==> config.mk <==
export PLATFORM = sky130hd
export DESIGN_NAME = multi_rate_recovery
export DESIGN_NICKNAME = d
export VERILOG_FILES = /design/src/rtl/multi_rate_recovery.sv
export SDC_FILE = /design/constraint.sdc
export NUM_CORES = 1
export LEC_CHECK = 0
export ABC_AREA = 1
export CAP_MARGIN = 20
export CORE_AREA = 8 8 304 188
export CTS_CLUSTER_DIAMETER = 200
export DETAILED_ROUTE_END_ITERATION = 12
export DIE_AREA = 0 0 312 196
export GPL_TIMING_DRIVEN = 0
export PLACE_DENSITY = 0.87
export SLEW_MARGIN = 20
export SYNTH_ARGS = -nofsm -noshare
export SYNTH_HDL_FRONTEND = slang
export SYNTH_SLANG_ARGS = --single-unit
==> constraint.sdc <==
create_clock -name sys_clk -period 5.32 [get_ports sys_clk]
set_input_delay 0.532 -clock sys_clk [delete_from_list [all_inputs] [get_ports sys_clk]]
set_output_delay 0.532 -clock sys_clk [all_outputs]
set_load 0.05 [all_outputs]
==> src/rtl/multi_rate_recovery.sv <==
// Multi-channel rate recovery: measures qualifying-edge spacing per channel and locks onto the rate.
// Define MULTI_RATE_RECOVERY_PAUSE_EN to build the pausable variants (PAUSED state, downward relock).

module multi_rate_recovery_lane #(
  parameter int W        = 16,
  parameter int LC       = 4,
  parameter bit PAUSE_EN = 1'b0
) (
  input  logic         clk,
  input  logic         rst,
  input  logic         en,
  input  logic [1:0]   cfg_mode,
  input  logic         cfg_pause,
  input  logic         cfg_esel,
  input  logic         cfg_oddh,
  input  logic [W-1:0] tol,
  input  logic         rise,
  input  logic         fall,
  input  logic         anye,
  output logic [W+1:0] full,
  output logic [W:0]   hi,
  output logic [W:0]   lo,
  output logic         lck,
  output logic         pau,
  output logic         vio
);
  localparam int RW = $clog2(LC + 1);
  typedef enum logic [1:0] {IDLE, ACQUIRE, LOCKED, PAUSED} state_t;

  state_t        st;
  logic [1:0]    mode_q;
  logic          pause_q, esel_q, oddh_q, armed;
  logic [W-1:0]  cnt, rf, cnt_inc, diff, rate_src;
  logic [RW-1:0] run;
  logic          qual, in_tol, sat, shrink, gap_long;
  logic [W+1:0]  full_n;
  logic [W:0]    hi_n, lo_n;

  always_comb begin
    qual     = (mode_q == 2'b01 || mode_q == 2'b10) ? anye : (esel_q ? fall : rise);
    sat      = &cnt;
    cnt_inc  = sat ? cnt : cnt + 1'b1;
    diff     = (cnt >= rf) ? cnt - rf : rf - cnt;
    in_tol   = diff <= tol;
    shrink   = PAUSE_EN && pause_q && ({cnt, 1'b0} < {1'b0, rf});
    gap_long = PAUSE_EN && pause_q && ({1'b0, cnt} > {rf, 1'b0});
    // Downward relock takes the new interval directly; acquisition locks on the reference.
    rate_src = (st == LOCKED) ? cnt : rf;
    case (mode_q)
      2'b01:   full_n = {1'b0, rate_src, 1'b0};
      2'b10:   full_n = {rate_src, 2'b00};
      default: full_n = {2'b00, rate_src};
    endcase
    hi_n = full_n[W+1:1] + {{W{1'b0}}, full_n[0] & oddh_q};
    lo_n = full_n[W:0] - hi_n;
  end

  always_ff @(posedge clk) begin
    if (rst) begin
      st <= IDLE;  mode_q <= '0; pause_q <= 1'b0; esel_q <= 1'b0; oddh_q <= 1'b0;
      armed <= 1'b0; cnt <= '0; rf <= '0; run <= '0;
      full <= '0; hi <= '0; lo <= '0; lck <= 1'b0; pau <= 1'b0; vio <= 1'b0;
    end else begin
      vio <= 1'b0;
      if (!en) begin
        st <= IDLE; armed <= 1'b0; cnt <= '0; run <= '0;
        full <= '0; hi <= '0; lo <= '0; lck <= 1'b0; pau <= 1'b0;
      end else begin
        case (st)
          IDLE: begin
            st <= ACQUIRE; mode_q <= cfg_mode; pause_q <= cfg_pause;
            esel_q <= cfg_esel; oddh_q <= cfg_oddh;
            armed <= 1'b0; cnt <= '0; run <= '0;
          end
          ACQUIRE: begin
            if (qual) begin
              cnt   <= W'(1);
              armed <= 1'b1;
              if (armed) begin
                if (run != '0 && in_tol) begin
                  if (int'(run) + 1 == LC) begin
                    st <= LOCKED; lck <= 1'b1; full <= full_n; hi <= hi_n; lo <= lo_n;
                  end else run <= run + 1'b1;
                end else begin
                  rf <= cnt; run <= RW'(1);
                end
              end
            end else if (armed && sat) begin
              vio <= 1'b1; armed <= 1'b0; run <= '0;
            end else cnt <= cnt_inc;
          end
          LOCKED: begin
            if (qual) begin
              cnt <= W'(1);
              if (!in_tol) begin
                if (shrink) begin
                  rf <= cnt; full <= full_n; hi <= hi_n; lo <= lo_n;
                end else begin
                  vio <= 1'b1; lck <= 1'b0; full <= '0; hi <= '0; lo <= '0;
                  st <= ACQUIRE; rf <= cnt; run <= RW'(1);
                end
              end
            end else if (gap_long) begin
              st <= PAUSED; pau <= 1'b1; cnt <= cnt_inc;
            end else if (sat) begin
              vio <= 1'b1; lck <= 1'b0; full <= '0; hi <= '0; lo <= '0;
              st <= ACQUIRE; armed <= 1'b0; run <= '0;
            end else cnt <= cnt_inc;
          end
          PAUSED: begin
            // The gap interval is thrown away; counting restarts at the resuming edge.
            if (qual) begin
              st <= LOCKED; pau <= 1'b0; cnt <= W'(1);
            end else cnt <= cnt_inc;
          end
          default: st <= IDLE;
        endcase
      end
    end
  end
endmodule

module multi_rate_recovery #(
  parameter int CHANNELS      = 4,
  parameter int COUNTER_WIDTH = 16,
  parameter int LOCK_COUNT    = 4
) (
  input  logic                                      sys_clk,
  input  logic                                      sys_rst,
  input  logic [CHANNELS-1:0]                       enable,
  input  logic [CHANNELS-1:0][1:0]                  mode,
  input  logic [CHANNELS-1:0]                       pausable,
  input  logic [CHANNELS-1:0]                       edge_select,
  input  logic [CHANNELS-1:0]                       odd_high,
  input  logic [CHANNELS-1:0][COUNTER_WIDTH-1:0]    skew_tolerance,
  input  logic [CHANNELS-1:0]                       rising_edge,
  input  logic [CHANNELS-1:0]                       falling_edge,
  input  logic [CHANNELS-1:0]                       any_valid_edge,
  output logic [CHANNELS-1:0][COUNTER_WIDTH+1:0]    full_rate,
  output logic [CHANNELS-1:0][COUNTER_WIDTH:0]      half_rate_high,
  output logic [CHANNELS-1:0][COUNTER_WIDTH:0]      half_rate_low,
  output logic [CHANNELS-1:0]                       locked,
  output logic [CHANNELS-1:0]                       paused,
  output logic [CHANNELS-1:0]                       violation
);
  logic [CHANNELS-1:0] pause_sel;

`ifdef MULTI_RATE_RECOVERY_PAUSE_EN
  localparam bit PAUSE_EN = 1'b1;
  assign pause_sel = pausable;
`else
  localparam bit PAUSE_EN = 1'b0;
  logic unused_pausable;
  assign pause_sel       = '0;
  assign unused_pausable = ^pausable;
`endif

  for (genvar i = 0; i < CHANNELS; i++) begin : g_lane
    multi_rate_recovery_lane #(
      .W(COUNTER_WIDTH), .LC(LOCK_COUNT), .PAUSE_EN(PAUSE_EN)
    ) u_lane (
      .clk(sys_clk), .rst(sys_rst), .en(enable[i]),
      .cfg_mode(mode[i]), .cfg_pause(pause_sel[i]), .cfg_esel(edge_select[i]),
      .cfg_oddh(odd_high[i]), .tol(skew_tolerance[i]),
      .rise(rising_edge[i]), .fall(falling_edge[i]), .anye(any_valid_edge[i]),
      .full(full_rate[i]), .hi(half_rate_high[i]), .lo(half_rate_low[i]),
      .lck(locked[i]), .pau(paused[i]), .vio(violation[i])
    );
  end
endmodule

[Word level (Yosys, flattened, before mapping)]
Index checks and enable logic that the tools add are counted.
Widths: inputs -> output; s select.
Cells by class
  add/sub/neg operators: 28
  multipliers: 0
  divide/modulo/power cells: 0
  magnitude comparators: 8
  eq/ne operators: 92
  shift operators: 0
  mux-type cells: 300
  bitwise gates (word level): 8
  reductions and logical operators: 64
Operators with widths (number)
  $mux 16: 52
  $mux 17: 44
  $mux 18: 28
  $pmux 18 s2: 8
  $pmux 17 s2: 8
  $pmux 16 s4: 4
  $eq 32x4->1 const B: 4
  $pmux 16 s2: 4
  $sub 16x16->16: 8
  $mux 3: 32
  $reduce_and 7->1: 12
  $add 17x1->17: 4
  $mux 1: 68
  $sub 17x17->17: 4
  $add 16x1->16 const B: 4
  $ge 16x16->1: 4
  $le 16x16->1: 4
  $mux 2: 32
  $reduce_and 16->1: 4
  $ne 2x1->1 const B: 28
  $ne 3x2->1 const B: 12
  $pmux 3 s3: 4
  $pmux 2 s4: 4
  $eq 2x2->1 const B: 12
  other kinds (20): 112
Storage, ports and cells
  register bits after elaboration: 384
  latch bits: 0
  bits in writable memories: 0
  memory bits (read-only): 0
  bits of input ports: 102
  output and inout bits: 220
  word-level logic and storage cells: 552
  memories kept: 0

[Logic depth before layout (Yosys ltp)]
  word-level depth: 11
  depth in mapped cells: 33
  mapped depth without buffers: 31

[Modules after synthesis]
Synthesis repeated with hierarchy kept, for this count alone.
Unflattened totals
  cell total of the unflattened synthesis: 4789
  area, all modules: 31164.9 um2
Modules (own cells, without submodules)
  multi_rate_recovery_lane at g_lane[1].u_lane: instances 1, cells an instance 1217, area an instance 7831.3 um2, seq. area each 1921.8 um2
  multi_rate_recovery_lane at g_lane[0].u_lane: instances 1, cells an instance 1194, area an instance 7815.0 um2, seq. area each 1921.8 um2
  multi_rate_recovery_lane at g_lane[2].u_lane: instances 1, cells an instance 1189, area an instance 7775.0 um2, seq. area each 1921.8 um2
  multi_rate_recovery_lane at g_lane[3].u_lane: instances 1, cells an instance 1188, area an instance 7739.9 um2, seq. area each 1921.8 um2
  multi_rate_recovery: instances 1, cells an instance 1, area an instance 3.8 um2, seq. area each 0.0 um2

[Worst setup path before layout]
No wires, ideal clock.
  path type: reg-to-reg
  start: reg g_lane[2].u_lane.cnt[0]
  end: reg g_lane[2].u_lane.full[14]
  setup time: 69 ps
  arrival: 4032 ps
  required time: 5251 ps
  slack: 1218 ps
  stages on the path, launching flop included: 27
  buffers on the path: 3
  period minus slack after synthesis: 4102 ps
  cells stage by stage: dfxtp_1 inv_1 ha_1 inv_1 fa_1 a21oi_1 o21ai_0 nand2_1 nand3_1 buf_2 o21ai_0 xnor2_1 inv_1 ha_1 nand2_1 nor2_1 nor3b_2 nand4_1 nand2_1 nand3_1 nand2_1 nand3_4 nor2_4 buf_6 buf_6 nand2_2 a21oi_2
On the way
  word-level cells in the longest chain between the ends: 6
  elaborated cells on any way between the ends: 11
  classes of those cells: 2 x add/sub; 2 x order compare; 3 x eq/ne; 1 x mux; 3 x reduce/logical
Ends and longest elaborated chain
  start, declared: line 33  | logic [W-1:0] cnt, rf, cnt_inc, diff, rate_src;
  start signal, assigned: line 90  | end else cnt <= cnt_inc;
  start signal, assigned: line 108  | end else cnt <= cnt_inc;
  start signal, assigned: line 114  | end else cnt <= cnt_inc;
  $sub 16x16->16 or $ge 16x16->1 (tied branches): line 43  | diff = (cnt >= rf) ? cnt - rf : rf - cnt;
  $mux 16: line 43
  $le 16x16->1: line 44  | in_tol = diff <= tol;
  $logic_and 1x1->1: line 80  | if (run != '0 && in_tol) begin
  $ne 2x1->1 (no line)
  $reduce_and 7->1 (no line) (*)
  end signal, assigned: line 97  | rf <= cnt; full <= full_n; hi <= hi_n; lo <= lo_n;
  end, declared: line 20  | output logic [W+1:0] full,
Every way passes the cells marked *; elsewhere a longest branch is shown, timed or not.
A chain may end at the register's enable or synchronous reset.

[Final worst setup path]
  start: reg g_lane[2].u_lane.cnt[0]
  end: reg g_lane[2].u_lane.hi[10]
On the way
  word-level cells in the longest chain between the ends: 9
  elaborated cells on any way between the ends: 20
  classes of those cells: 3 x add/sub; 2 x order compare; 3 x eq/ne; 8 x mux; 1 x bitwise; 3 x reduce/logical
Ends and longest elaborated chain
  parallel branches: the longest is 9 deep, another holds $sub 16x16->16
  end signal, assigned: line 97
  end, declared: line 21  | output logic [W:0] hi,
Parallel ways; which one is timed is not known. The select of a mux whose other input is x is not followed.

==> flow_metrics.tcl <==
set metrics [dict create \
    status "finished, final reports clean" \
    drtPass1Iterations 7 \
    slowest_stage "fa_1" \
    synth_top_area_share_pct 25.1 \
    p_leak_nw 16.4 \
    start_kind "flip-flop" \
    cts_tree "done" \
    synthTopCellsByCount "nand2_1, inv_1, a21oi_1, dfxtp_1, ha_1" \
    core_area_sq_um 53000 \
    vdd_drop_max_mv 0.298 \
    cp_max_fo 10 \
    ys_top_cells_by_area "dfxtp_1, nand2_1, ha_1" \
    synth.most_common_cell "nand2_1" \
    drive_gt1_share_pct 5.38 \
    async_reset_ff_share_pct 0 \
    design_area_sq_um 36400 \
    yosys_warnings 0 \
    critPathKind "flip-flop to flip-flop" \
    synth_flop_cell "dfxtp_1" \
    synth-seq-cells 384 \
    avgSynthCellArea_sq_um 6.42 \
    fin_util_pct 68.6 \
    die_x_um 312 \
    grt_pass1_wl_mm 163 \
    powerDensity_nw_per_um2 317 \
    finalWeightedCongestion 1.10 \
    antenna_left 0 \
    fmax_mhz 196 \
    synth_edf_count 0 \
    die_h_um 196 \
    grt_pass1_vias 30000 \
    setup_violations 0 \
    worst_slack_ns 0.213 \
    cts-hold-fix-buffers 0 \
    hold_viol_final 0 \
    min_path_type "flip-flop to flip-flop" \
    holdWs_ns 0.456 \
    slowest_delay_ns 0.46 \
    rsz0062_at_grt "no" \
    synthCells 4771 \
    grt_max_degree 16 \
    grt_overflow_total 0 \
    die-area_sq_um 61200 \
    timing.slew.headroom_pct 19.6 \
    worst_path_most_repeated_cell "nand2_1" \
    final_nets 5552 \
    hpwl_mm 83.0 \
    critPathCaptureType "flip-flop" \
    wire_per_inst_um 17.7 \
    skew_ns 0.0173 \
    drtIter0Drc 4499 \
    path_buf_inv 7 \
    worstPathRequired_ns 5.80 \
    numPortBuffers 313 \
    fill_cells 4681 \
    preCtsSetupSlack_ns -0.201 \
    via_per_inst 5.75 \
    ios 322 \
    antenna_found_initial 0 \
    cts-root-buf "clkbuf_16" \
    syn_to_final_growth_pct 18.8 \
    yosys.area.top_type "dfxtp_1" \
    max_cap_violations 0 \
    synth_area_sq_um 30600 \
    wirelength_mm 104 \
    clk_latency_ns 0.56 \
    synth.yosys.seq_area_share_pct 25.1 \
    arrival_ns 5.58 \
    finalCriticalPeriod_ns 5.11 \
    htreeDepth 2 \
    clk_pin_slew_ns 0.07 \
    synth_cell_types 64 \
    slew_viol_final 0 \
    cts-buffers-inserted 40 \
    drc_errors 0 \
    dpl-instance-area_sq_um 34600 \
    vias 33800 \
    grt.total_usage_pct 32.0 \
    period_share_pct 96.0 \
    max-clock-path-buffers 3 \
    rows 66 \
    tightest_slew_ns 1.21 \
    clock-sinks 384 \
    crit_family "simple AND/OR/NAND/NOR gates" \
    initial_core_util_pct 57.7 \
]
## registers in the layout (all words and copies together), names as in the netlist, 8 cells and up
register and cells:
g_lane.u_lane.full 72, g_lane.u_lane.hi 68, g_lane.u_lane.lo 68, g_lane.u_lane.cnt 64, g_lane.u_lane.rf 64, g_lane.u_lane.run 12
g_lane.u_lane.mode_q 8, g_lane.u_lane.st 8
## worst paths after layout
path                                        startpoint  depth (start not counted)                                   end  slack (ns)
setup / recovery  g_lane[2].u_lane.cnt[0]$_SDFFE_PP0P_                         30  g_lane[2].u_lane.hi[10]$_SDFFE_PP0P_        0.21
hold / removal    g_lane[1].u_lane.oddh_q$_SDFFE_PP0P_                          2  g_lane[1].u_lane.oddh_q$_SDFFE_PP0P_        0.46
setup reg to reg  g_lane[2].u_lane.cnt[0]$_SDFFE_PP0P_                         30  g_lane[2].u_lane.hi[10]$_SDFFE_PP0P_        0.21
hold reg to reg   g_lane[1].u_lane.oddh_q$_SDFFE_PP0P_                          2  g_lane[1].u_lane.oddh_q$_SDFFE_PP0P_        0.46
## worst register-to-register path, delay by kind of cell (launching register included)
kind            cells  cell delay (ns)
compound gates      4             0.70
xor+xnor            1             0.31
fa+ha+maj           3             0.95
buf+inv             7             0.96
flops               1             0.40
simple gates       15             1.73
## final cells by class
type	instances	area, sq um	share of cell area (%)
Antenna cell	1	2.50	0.00688
Buffer	149	798	2.20
Clock buffer	49	1120	3.07
Clock inverter	21	318	0.874
Inverter	664	2500	6.87
Multi-Input combinational cell	3577	19800	54.6
Sequential cell	384	7690	21.1
Tap cell	714	893	2.46
Timing Repair Buffer	321	3190	8.78
## logic make-up (layout without fill, tap and decap cells)
group                    Yosys count  after routing  share of synthesized area (%)
AO/OA/AOI/OAI                   1038           1038                           18.5
XOR/XNOR                         147            147                           4.21
adder cells (fa/ha/maj)          313            313                           13.1
buffers and inverters            813           1204                           10.6
flip-flops                       384            384                           25.1
multiplexers                       8              8                          0.266
other                              1              5                         0.0123
AND/OR/NAND/NOR                 2067           2067                           28.2
## placed cells by master, fill, tap and decap left out, types with 25 or more instances in the layout
cell type / count
a21oi_1: 565
nor3_1: 50
clkdlybuf4s50_1: 313
nand2_1: 1388
nor2_1: 273
xor2_1: 81
xnor2_1: 61
buf_4: 49
clkbuf_16: 41
nand4_1: 36
clkbuf_1: 66
nand3_1: 215
buf_2: 25
inv_1: 644
o21ai_0: 288
dfxtp_1: 383
ha_1: 300
## routing by layer
| layer | routed length (um) | up-vias | part of all wire (%) | GRT usage, % |
|---|---|---|---|---|
| li1 | - | 16200 | - | - |
| met1 | 48100 | 15400 | 46 | 49.3 |
| met2 | 39100 | 2057 | 38 | 42.9 |
| met3 | 15600 | 133 | 15 | 10.7 |
| met4 | 1290 | 0 | 1.2 | 4.71 |
| met5 | 0 | - | 0 | 0.487 |
## through the flow
stage | total power, mW | std cells | TNS [ns]
CTS | 11.2 | 5873 | 0
floorplan | 6.76 | 4774 | 0
detailed placement | 8.07 | 5801 | -3.01
global route | 12.2 | 5879 | 0
global placement | 7.96 | 5801 | -0.527
finish | 11.5 | 5880 | 0
## repair_timing
item / 4_1_cts / 5_1_grt
pin swaps: 1 / 4
gates resized for setup: 6 / 65
buffers inserted: 2 / 6
setup endpoints to repair: 88 / 278
## power breakdown
group | switching, mW | internal [mW]
clock network | 1.30 | 1.85
logic | 3.50 | 1.84
registers | 0.0693 | 2.97
total | 4.87 | 6.65
No activity file was read; power rests on OpenSTA's default activity.
